==> src/rtl/serializer_pkg.sv <==
// Shared types and default sizing for the group serializer.
package serializer_pkg;

  typedef enum logic {
    IDLE = 1'b0,
    SEND = 1'b1
  } state_t;

  localparam int unsigned DEFAULT_GROUP_SIZE  = 16;
  localparam int unsigned DEFAULT_COUNT_WIDTH = 5;

endpackage

==> src/rtl/ser_hold_reg.sv <==
// One-word staging register with full flag, used by group_serializer when
// SERIALIZER_PRELOAD_EN is defined; absent from the default build.
`ifdef SERIALIZER_PRELOAD_EN
module ser_hold_reg
  import serializer_pkg::*;
#(
  parameter int unsigned WIDTH = DEFAULT_GROUP_SIZE
) (
  input  logic             clock,
  input  logic             reset,
  input  logic             capture,
  input  logic             take,
  input  logic [WIDTH-1:0] data_in,
  output logic [WIDTH-1:0] word,
  output logic             full
);

  logic [WIDTH-1:0] word_q, word_d;
  logic             full_q, full_d;

  always_comb begin
    word_d = word_q;
    full_d = full_q;
    if (capture) begin
      word_d = data_in;
      full_d = 1'b1;
    end else if (take) begin
      full_d = 1'b0;
    end
  end

  always_ff @(posedge clock or posedge reset) begin
    if (reset) begin
      word_q <= '0;
      full_q <= 1'b0;
    end else begin
      word_q <= word_d;
      full_q <= full_d;
    end
  end

  assign word = word_q;
  assign full = full_q;

endmodule
`endif

==> src/rtl/group_serializer.sv <==
// Parallel-to-serial word emitter, MSB first, with valid/advance handshake.
// Optional one-word preload buffer enabled by defining SERIALIZER_PRELOAD_EN.
module group_serializer
  import serializer_pkg::*;
#(
  parameter int unsigned GROUP_SIZE  = DEFAULT_GROUP_SIZE,
  parameter int unsigned COUNT_WIDTH = DEFAULT_COUNT_WIDTH
) (
  input  logic                  clock,
  input  logic                  reset,
  input  logic                  load,
  input  logic [GROUP_SIZE-1:0] groupedElements,
  output logic                  ready,
  output logic                  element,
  output logic                  elementValid,
  input  logic                  advance,
  output logic                  done
);

  localparam logic [COUNT_WIDTH-1:0] LAST_IDX = COUNT_WIDTH'(GROUP_SIZE - 1);

  state_t                  state_q, state_d;
  logic [GROUP_SIZE-1:0]   shift_q, shift_d;
  logic [COUNT_WIDTH-1:0]  count_q, count_d;
  logic                    done_q, done_d;
  logic                    accept;
  logic                    hold_full, hold_capture, hold_take;
  logic [GROUP_SIZE-1:0]   hold_word;

`ifdef SERIALIZER_PRELOAD_EN
  ser_hold_reg #(.WIDTH(GROUP_SIZE)) u_hold (
    .clock   (clock),
    .reset   (reset),
    .capture (hold_capture),
    .take    (hold_take),
    .data_in (groupedElements),
    .word    (hold_word),
    .full    (hold_full)
  );
  assign ready = !reset && !hold_full;
`else
  logic unused_hold;
  assign hold_full   = 1'b0;
  assign hold_word   = '0;
  assign unused_hold = hold_capture ^ hold_take;
  assign ready       = !reset && (state_q == IDLE);
`endif

  assign accept = load && ready;

  always_comb begin
    state_d      = state_q;
    shift_d      = shift_q;
    count_d      = count_q;
    done_d       = 1'b0;
    hold_capture = 1'b0;
    hold_take    = 1'b0;
    case (state_q)
      IDLE: begin
        if (accept) begin
          shift_d = groupedElements;
          count_d = '0;
          state_d = SEND;
        end
      end
      SEND: begin
        if (advance) begin
          if (count_q == LAST_IDX) begin
            done_d = 1'b1;
            // Buffered word wins over a new offer; either way no idle bubble.
            if (hold_full) begin
              shift_d   = hold_word;
              count_d   = '0;
              hold_take = 1'b1;
            end else if (accept) begin
              shift_d = groupedElements;
              count_d = '0;
            end else begin
              shift_d = shift_q << 1;
              count_d = '0;
              state_d = IDLE;
            end
          end else begin
            shift_d = shift_q << 1;
            count_d = count_q + 1'b1;
          end
        end
        hold_capture = accept && !(advance && (count_q == LAST_IDX));
      end
      default: state_d = IDLE;
    endcase
  end

  always_ff @(posedge clock or posedge reset) begin
    if (reset) begin
      state_q <= IDLE;
      shift_q <= '0;
      count_q <= '0;
      done_q  <= 1'b0;
    end else begin
      state_q <= state_d;
      shift_q <= shift_d;
      count_q <= count_d;
      done_q  <= done_d;
    end
  end

  // Shifting fills zeros, so the MSB reads 0 once a word has fully drained.
  assign element      = shift_q[GROUP_SIZE-1];
  assign elementValid = (state_q == SEND);
  assign done         = done_q;

endmodule

==> config.mk <==
export PLATFORM = sky130hd
export DESIGN_NAME = group_serializer
export DESIGN_NICKNAME = d
export VERILOG_FILES = /design/src/rtl/serializer_pkg.sv /design/src/rtl/ser_hold_reg.sv /design/src/rtl/group_serializer.sv
export SDC_FILE = /design/constraint.sdc
export NUM_CORES = 1
export LEC_CHECK = 0
export CORE_MARGIN = 2
export CORE_UTILIZATION = 40
export CTS_CLUSTER_DIAMETER = 50
export DETAILED_ROUTE_END_ITERATION = 12
export GPL_TIMING_DRIVEN = 0
export HOLD_SLACK_MARGIN = 0.08
export PLACE_DENSITY = 0.64
export SYNTH_ARGS = -nofsm -noshare
export SYNTH_HDL_FRONTEND = slang
export SYNTH_SLANG_ARGS = --single-unit
==> constraint.sdc <==
create_clock -name clock -period 4.3 [get_ports clock]
set_input_delay 0.43 -clock clock [delete_from_list [all_inputs] [get_ports clock]]
set_output_delay 0.43 -clock clock [all_outputs]
set_load 0.01 [all_outputs]
==> impl_metrics.json, run 1 <==
{
  "status": "finished with violations",
  "violations": "DRC",
  "crit_path_max_fanout": 10,
  "grt_max_degree": 25,
  "slew_headroom_pct": 39.1,
  "drive_gt1_share_pct": 28.1,
  "clock_skew_ps": 1.25,
  "syn_area_per_cell_um2": 11.9,
  "r2r_cells": 5,
  "wl_um": 2320,
  "overflow": 0,
  "fin_tns_setup_ps": 0,
  "drv_cap": 0,
  "clk_pin_slew_ps": 130,
  "first_iter_violations": 20,
  "routed_via_density": 5.50,
  "coreArea_um2": 2810,
  "cts.path.max_buffers": 2,
  "r2r_start": "elementValid",
  "cts_tree": "built",
  "grt_use_total_pct": 15.1,
  "crit_arrival_ps": 1770,
  "synth-edff-count": 0,
  "yosysSeqAreaShare_pct": 48.1,
  "hpwlAfterDp_um": 1660,
  "synthDistinctLibCells": 29,
  "nets": 150,
  "timing.fmax_ghz": 0.454,
  "start_util_pct": 42.7,
  "slew_viol_final": 0,
  "cts_setup_buffers": 0,
  "crit_path_end": "ready",
  "crit_path_end_kind": "primary output",
  "yosysWarnings": 0,
  "die_width_um": 58.7,
  "antenna_found_initial": 0,
  "power_leakage_nw": 0.706,
  "grt_pass1_wl_um": 3980,
  "max_slew.worst_pin.slew_ps": 912,
  "r2r_slack_ps": 2770,
  "synthToLayoutAreaGrowth_pct": 24.7,
  "syn_area_um2": 1200,
  "io_pins": 24,
  "cts_sinks": 23,
  "synth.ff_latch_count": 23,
  "holdCritPathClass": "flip-flop to flip-flop",
  "synthArstFlopShare_pct": 100,
  "clkLatencyLatePin_ps": 310,
  "path_class": "flip-flop to primary output",
  "hold_buffers": 0,
  "ctsResizeCount": 0,
  "setup_viol": 0,
  "postSynthCellCount": 101,
  "final_hold_viol_count": 0,
  "htreeDepth": 1,
  "synthFlopType": "dfrtp_1",
  "cts-root-buf": "clkbuf_4",
  "first_global_vias": 886,
  "final.min_clock_period_ps": 2200,
  "r2r_end": "shift_q[9]",
  "cp.required_ps": 3870,
  "final_antenna_net_count": 0,
  "cts_buffers": 3,
  "fin_crit_sh_pct": 51.3,
  "peakVddDrop_v": 0.000276,
  "rows": 19,
  "startpoint_type": "flip-flop",
  "power_density_nw_per_um2": 512,
  "die_height_um": 58.7,
  "port_buffers": 23,
  "die_area_um2": 3450,
  "num_vias": 875,
  "firstDrtPassIters": 8,
  "diodes": 0,
  "drc": 1,
  "drt-wirelength-per-cell_um": 14.6,
  "fillers": 284,
  "synth_fp_nets": 122,
  "fin_total_pwr_mw": 0.764,
  "crit_start": "elementValid",
  "gp_routability_congestion": 0.792,
  "rsz0062_at_grt": "false"
}
stage by stage:
stage / instances / utilization (%) / area, um^2 / hold slack, ps / setup slack, ps
3_5_place_dp: 155 / 52.3 / 1470 / 484 / 2270
5_1_grt: 159 / 53.2 / 1490 / 554 / 2020
4_1_cts: 159 / 53.2 / 1490 / 515 / 2090
3_3_place_gp: 155 / 52.3 / 1470 / 482 / 2280
2_1_floorplan: 101 / - / 1200 / 440 / 2870
6_report: 159 / 53.2 / 1490 / 516 / 2100
per-layer routing:
layer  track usage, %  routed length [um]
met5                0                   0
met4             4.87                  26
met3             2.64                  79
met2             24.2                1110
met1             20.9                1110
worst max-delay path, cell delays in order, from the launching register on:
cell,delay (ps)
dfrtp_1,420
buf_6,140
buf_2,210
nor2_1,140
clkdlybuf4s50_1,550
cell usage in the layout, fill, tap and decap left out, drive strengths merged:
master / Yosys / final
clkbuf: 0 / 4
nand3b: 1 / 1
nor3: 1 / 1
o21ai: 15 / 15
a22o: 2 / 2
a22oi: 1 / 1
a21bo: 1 / 1
mux2i: 15 / 15
buf: 7 / 7
a21oi: 2 / 2
a31o: 1 / 1
ha: 1 / 1
mux2: 1 / 1
dfrtp: 23 / 23
o21ba: 1 / 1
inv: 1 / 1
clkdlybuf4s50: 0 / 23
nand2: 2 / 2
nor3b: 2 / 2
nor2: 3 / 3
o22ai: 1 / 1
or3b: 1 / 1
nand3: 17 / 17
a211o: 1 / 1
nor2b: 1 / 1
cell usage after synthesis, types with 2 or more instances:
master   number  area share [%]
dfrtp_1      23              48
mux2i_1      15              13
nand3_2      10             8.4
o21ai_2      10             7.3
nand3_1       7             2.9
buf_2         5             2.1
nor2_1        3            0.94
o21ai_1       3             1.3
a22o_1        2             1.5
buf_6         2             1.9
nand2_1       2            0.63
o21ai_0       2            0.84
worst min path at each step:
stage	start	endpoint	slack (ps)	cells past startpoint
after floorplan	reset	count_q[0]	440	1
after global placement	count_q[4]	done	480	1
after detailed placement	count_q[4]	done	480	1
after CTS	count_q[4]	done	520	1
after global routing	shift_q[5]	shift_q[5]	550	2
final	count_q[4]	done	520	1
flip-flops by register name, summed over array words and instances, names as in the netlist:
signal and flops:
shift_q 16, count_q 5, done 1, elementValid 1
power by group:
group          total, mW  switching (mW)  internal [mW]
combinational      0.311           0.153          0.159
sequential         0.350          0.0553          0.295
clock              0.103          0.0663         0.0362
cells by family after synthesis:
logic type | count (synthesis) | synth area share (%)
and+or+nand+nor | 28 | 16.8
DFF | 23 | 48.1
buffers and inverters | 8 | 4.28
muxes | 16 | 13.5
adders and majority gates | 1 | 1.04
AOI/OAI and AO/OA | 25 | 16.3
cell type report:
cell class | count | area (um^2) | share of cell area, %
sequential | 23 | 576 | 38.6
multi-input combinational | 70 | 571 | 38.2
timing repair buffer | 23 | 230 | 15.4
buffer | 7 | 47.5 | 3.19
tap | 31 | 38.8 | 2.60
clock buffer | 4 | 26.3 | 1.76
inverter | 1 | 3.75 | 0.251
No activity file was read; power rests on OpenSTA's default activity.
==> run 2, diff against run 1 <==
--- a/config.mk
+++ b/config.mk
@@ -11,7 +11,7 @@
 export DETAILED_ROUTE_END_ITERATION = 12
 export GPL_TIMING_DRIVEN = 0
 export HOLD_SLACK_MARGIN = 0.08
-export PLACE_DENSITY = 0.64
+export PLACE_DENSITY = 0.66
 export SYNTH_ARGS = -nofsm -noshare
 export SYNTH_HDL_FRONTEND = slang
 export SYNTH_SLANG_ARGS = --single-unit
==> constraint.sdc (replaced) <==
create_clock -name clock -period 2.01 [get_ports clock]
set_input_delay 0.201 -clock clock [delete_from_list [all_inputs] [get_ports clock]]
set_output_delay 0.201 -clock clock [all_outputs]
set_load 0.01 [all_outputs]
==> impl_metrics.json, run 2 (synthesized netlist as in run 1, its figures left out) <==
{
  "firstDrtPassIters": 3,
  "largest_registers": "shift_q x16, count_q x5",
  "crit_path_end_kind": "primary output",
  "hpwlAfterDp_um": 1650,
  "slew_viol_final": 0,
  "cp.required_ps": 1810,
  "pwr-share-comb_pct": 40.9,
  "cts_setup_buffers": 0,
  "largest_reg_flops": 16,
  "cts_buffers": 3,
  "drive_gt1_share_pct": 27.6,
  "port_buffers": 23,
  "htreeDepth": 1,
  "intPower_mw": 1.04,
  "synthToLayoutAreaGrowth_pct": 24.2,
  "final_hold_viol_count": 0,
  "grt_pass1_wl_um": 3820,
  "power_leakage_nw": 0.703,
  "antenna_found_initial": 0,
  "grt_use_total_pct": 14.6,
  "fin_total_pwr_mw": 1.63,
  "grt_max_degree": 25,
  "cts_sinks": 23,
  "multi_input_area_um2": 571,
  "coreArea_um2": 2810,
  "fin_crit_sh_pct": 87.1,
  "cts_tree": "built",
  "rsz0062_at_grt": "false",
  "layout_common_cells": "23 x dfrtp_1, 23 x clkdlybuf4s50_1, 15 x mux2i_1, 10 x nand3_2, 10 x o21ai_2",
  "crit_chain": "buf_6 -> nor2_1 -> clkdlybuf4s50_1",
  "peakVddDrop_v": 0.000466,
  "p_clk_share_pct": 13.5,
  "cts.path.max_buffers": 2,
  "num_vias": 851,
  "regMostFlops": "shift_q",
  "clkLatencyLatePin_ps": 320,
  "slew_headroom_pct": 39.2,
  "setup_viol": 0,
  "cts-root-buf": "clkbuf_4",
  "startpoint_type": "flip-flop",
  "die_height_um": 58.7,
  "p_switching_mw": 0.587,
  "first_global_vias": 846,
  "first_iter_violations": 10,
  "nets": 149,
  "fillers": 270,
  "place_area_um2": 1470,
  "pwr-share-seq_pct": 45.6,
  "drt-wirelength-per-cell_um": 14.5,
  "overflow": 0,
  "power_density_nw_per_um2": 1100,
  "crit_path_max_fanout": 16,
  "final.min_clock_period_ps": 1750,
  "regArea_um2": 576,
  "drv_cap": 0,
  "die_width_um": 58.7,
  "io_pins": 24,
  "start_util_pct": 42.7,
  "die_area_um2": 3450,
  "clk_pin_slew_ps": 130,
  "routed_via_density": 5.39,
  "final_area_um2": 1490,
  "crit_arrival_ps": 1550,
  "fin_tns_setup_ps": 0,
  "gp_routability_congestion": 0.692,
  "wl_um": 2300,
  "timing.fmax_ghz": 0.571,
  "drc": 0,
  "holdCritPathClass": "input pin to asynchronous set/reset pin",
  "cp_slowest_stage_delay_ps": 540,
  "path_class": "flip-flop to primary output",
  "swShare_pct": 36.0,
  "max_slew.worst_pin.slew_ps": 910,
  "final_antenna_net_count": 0,
  "rows": 19,
  "status": "finished clean",
  "cpMaxStageDelayCell": "clkdlybuf4s50_1",
  "clock_skew_ps": 3.55,
  "diodes": 0
}
-- run 2: changes by cell type in the layout (fill, tap and decap cells not counted), sizes merged --
cell,previous run,this run
buf,7,6
-- run 2: through the flow --
step           cells  utilization [%]  hold WS (ps)  setup slack [ps]
6_report         158             53.0           474               260
3_3_place_gp     155             52.3           479               199
3_5_place_dp     155             52.3           483               186
2_1_floorplan    101                -           211               576
4_1_cts          159             53.2           483              40.6
5_1_grt          158             53.0           480               197
-- run 2: area by class of cell --
| class | instances | area share [%] |
|---|---|---|
| inverters | 1 | 0.252 |
| clock buffers | 4 | 1.77 |
| flip-flops and latches | 23 | 38.7 |
| well taps | 31 | 2.61 |
| plain buffers | 6 | 2.86 |
| multi-input cells | 70 | 38.4 |
| repair buffers | 23 | 15.5 |
-- run 2: worst paths after layout --
| kind | startpoint | end | slack (ps) | depth (start not counted) |
|---|---|---|---|---|
| max | elementValid | ready | 260 | 3 |
| min | reset | shift_q[11] | 470 | 2 |
| max reg2reg | elementValid | shift_q[5] | 360 | 5 |
| min reg2reg | count_q[4] | done | 490 | 1 |
| max in group asynchronous | reset | count_q[2] | 980 | 2 |
| min in group clock | count_q[4] | done | 490 | 1 |
-- run 2: metal layers --
metal | global-route usage, % | part of all wire [%] | up-vias
li1 | - | - | 423
met1 | 20.5 | 50 | 409
met2 | 22.5 | 44 | 14
met3 | 2.20 | 3.8 | 5
met4 | 6.82 | 2.0 | 0
met5 | 0 | 0 | -
-- run 2: what timing repair did --
item / in CTS / in global routing
resized for setup: 0 / 0
hold buffers: 0 / 0
setup endpoints to repair: 0 / 1
-- run 2: power groups by stage --
stage	Sequential [mW]	Clock, mW	Combinational (mW)
2_1_floorplan	0.736	0	0.514
3_3_place_gp	0.747	0	0.665
3_5_place_dp	0.755	0	0.680
4_1_cts	0.744	0.231	0.683
5_1_grt	0.766	0.243	0.740
6_report	0.744	0.221	0.667
-- run 2: worst max-delay path: cells and delay by family (launching register included) --
kind,cells,cell delay [ps]
flops,1,410
simple gates,1,110
buf+inv,2,720
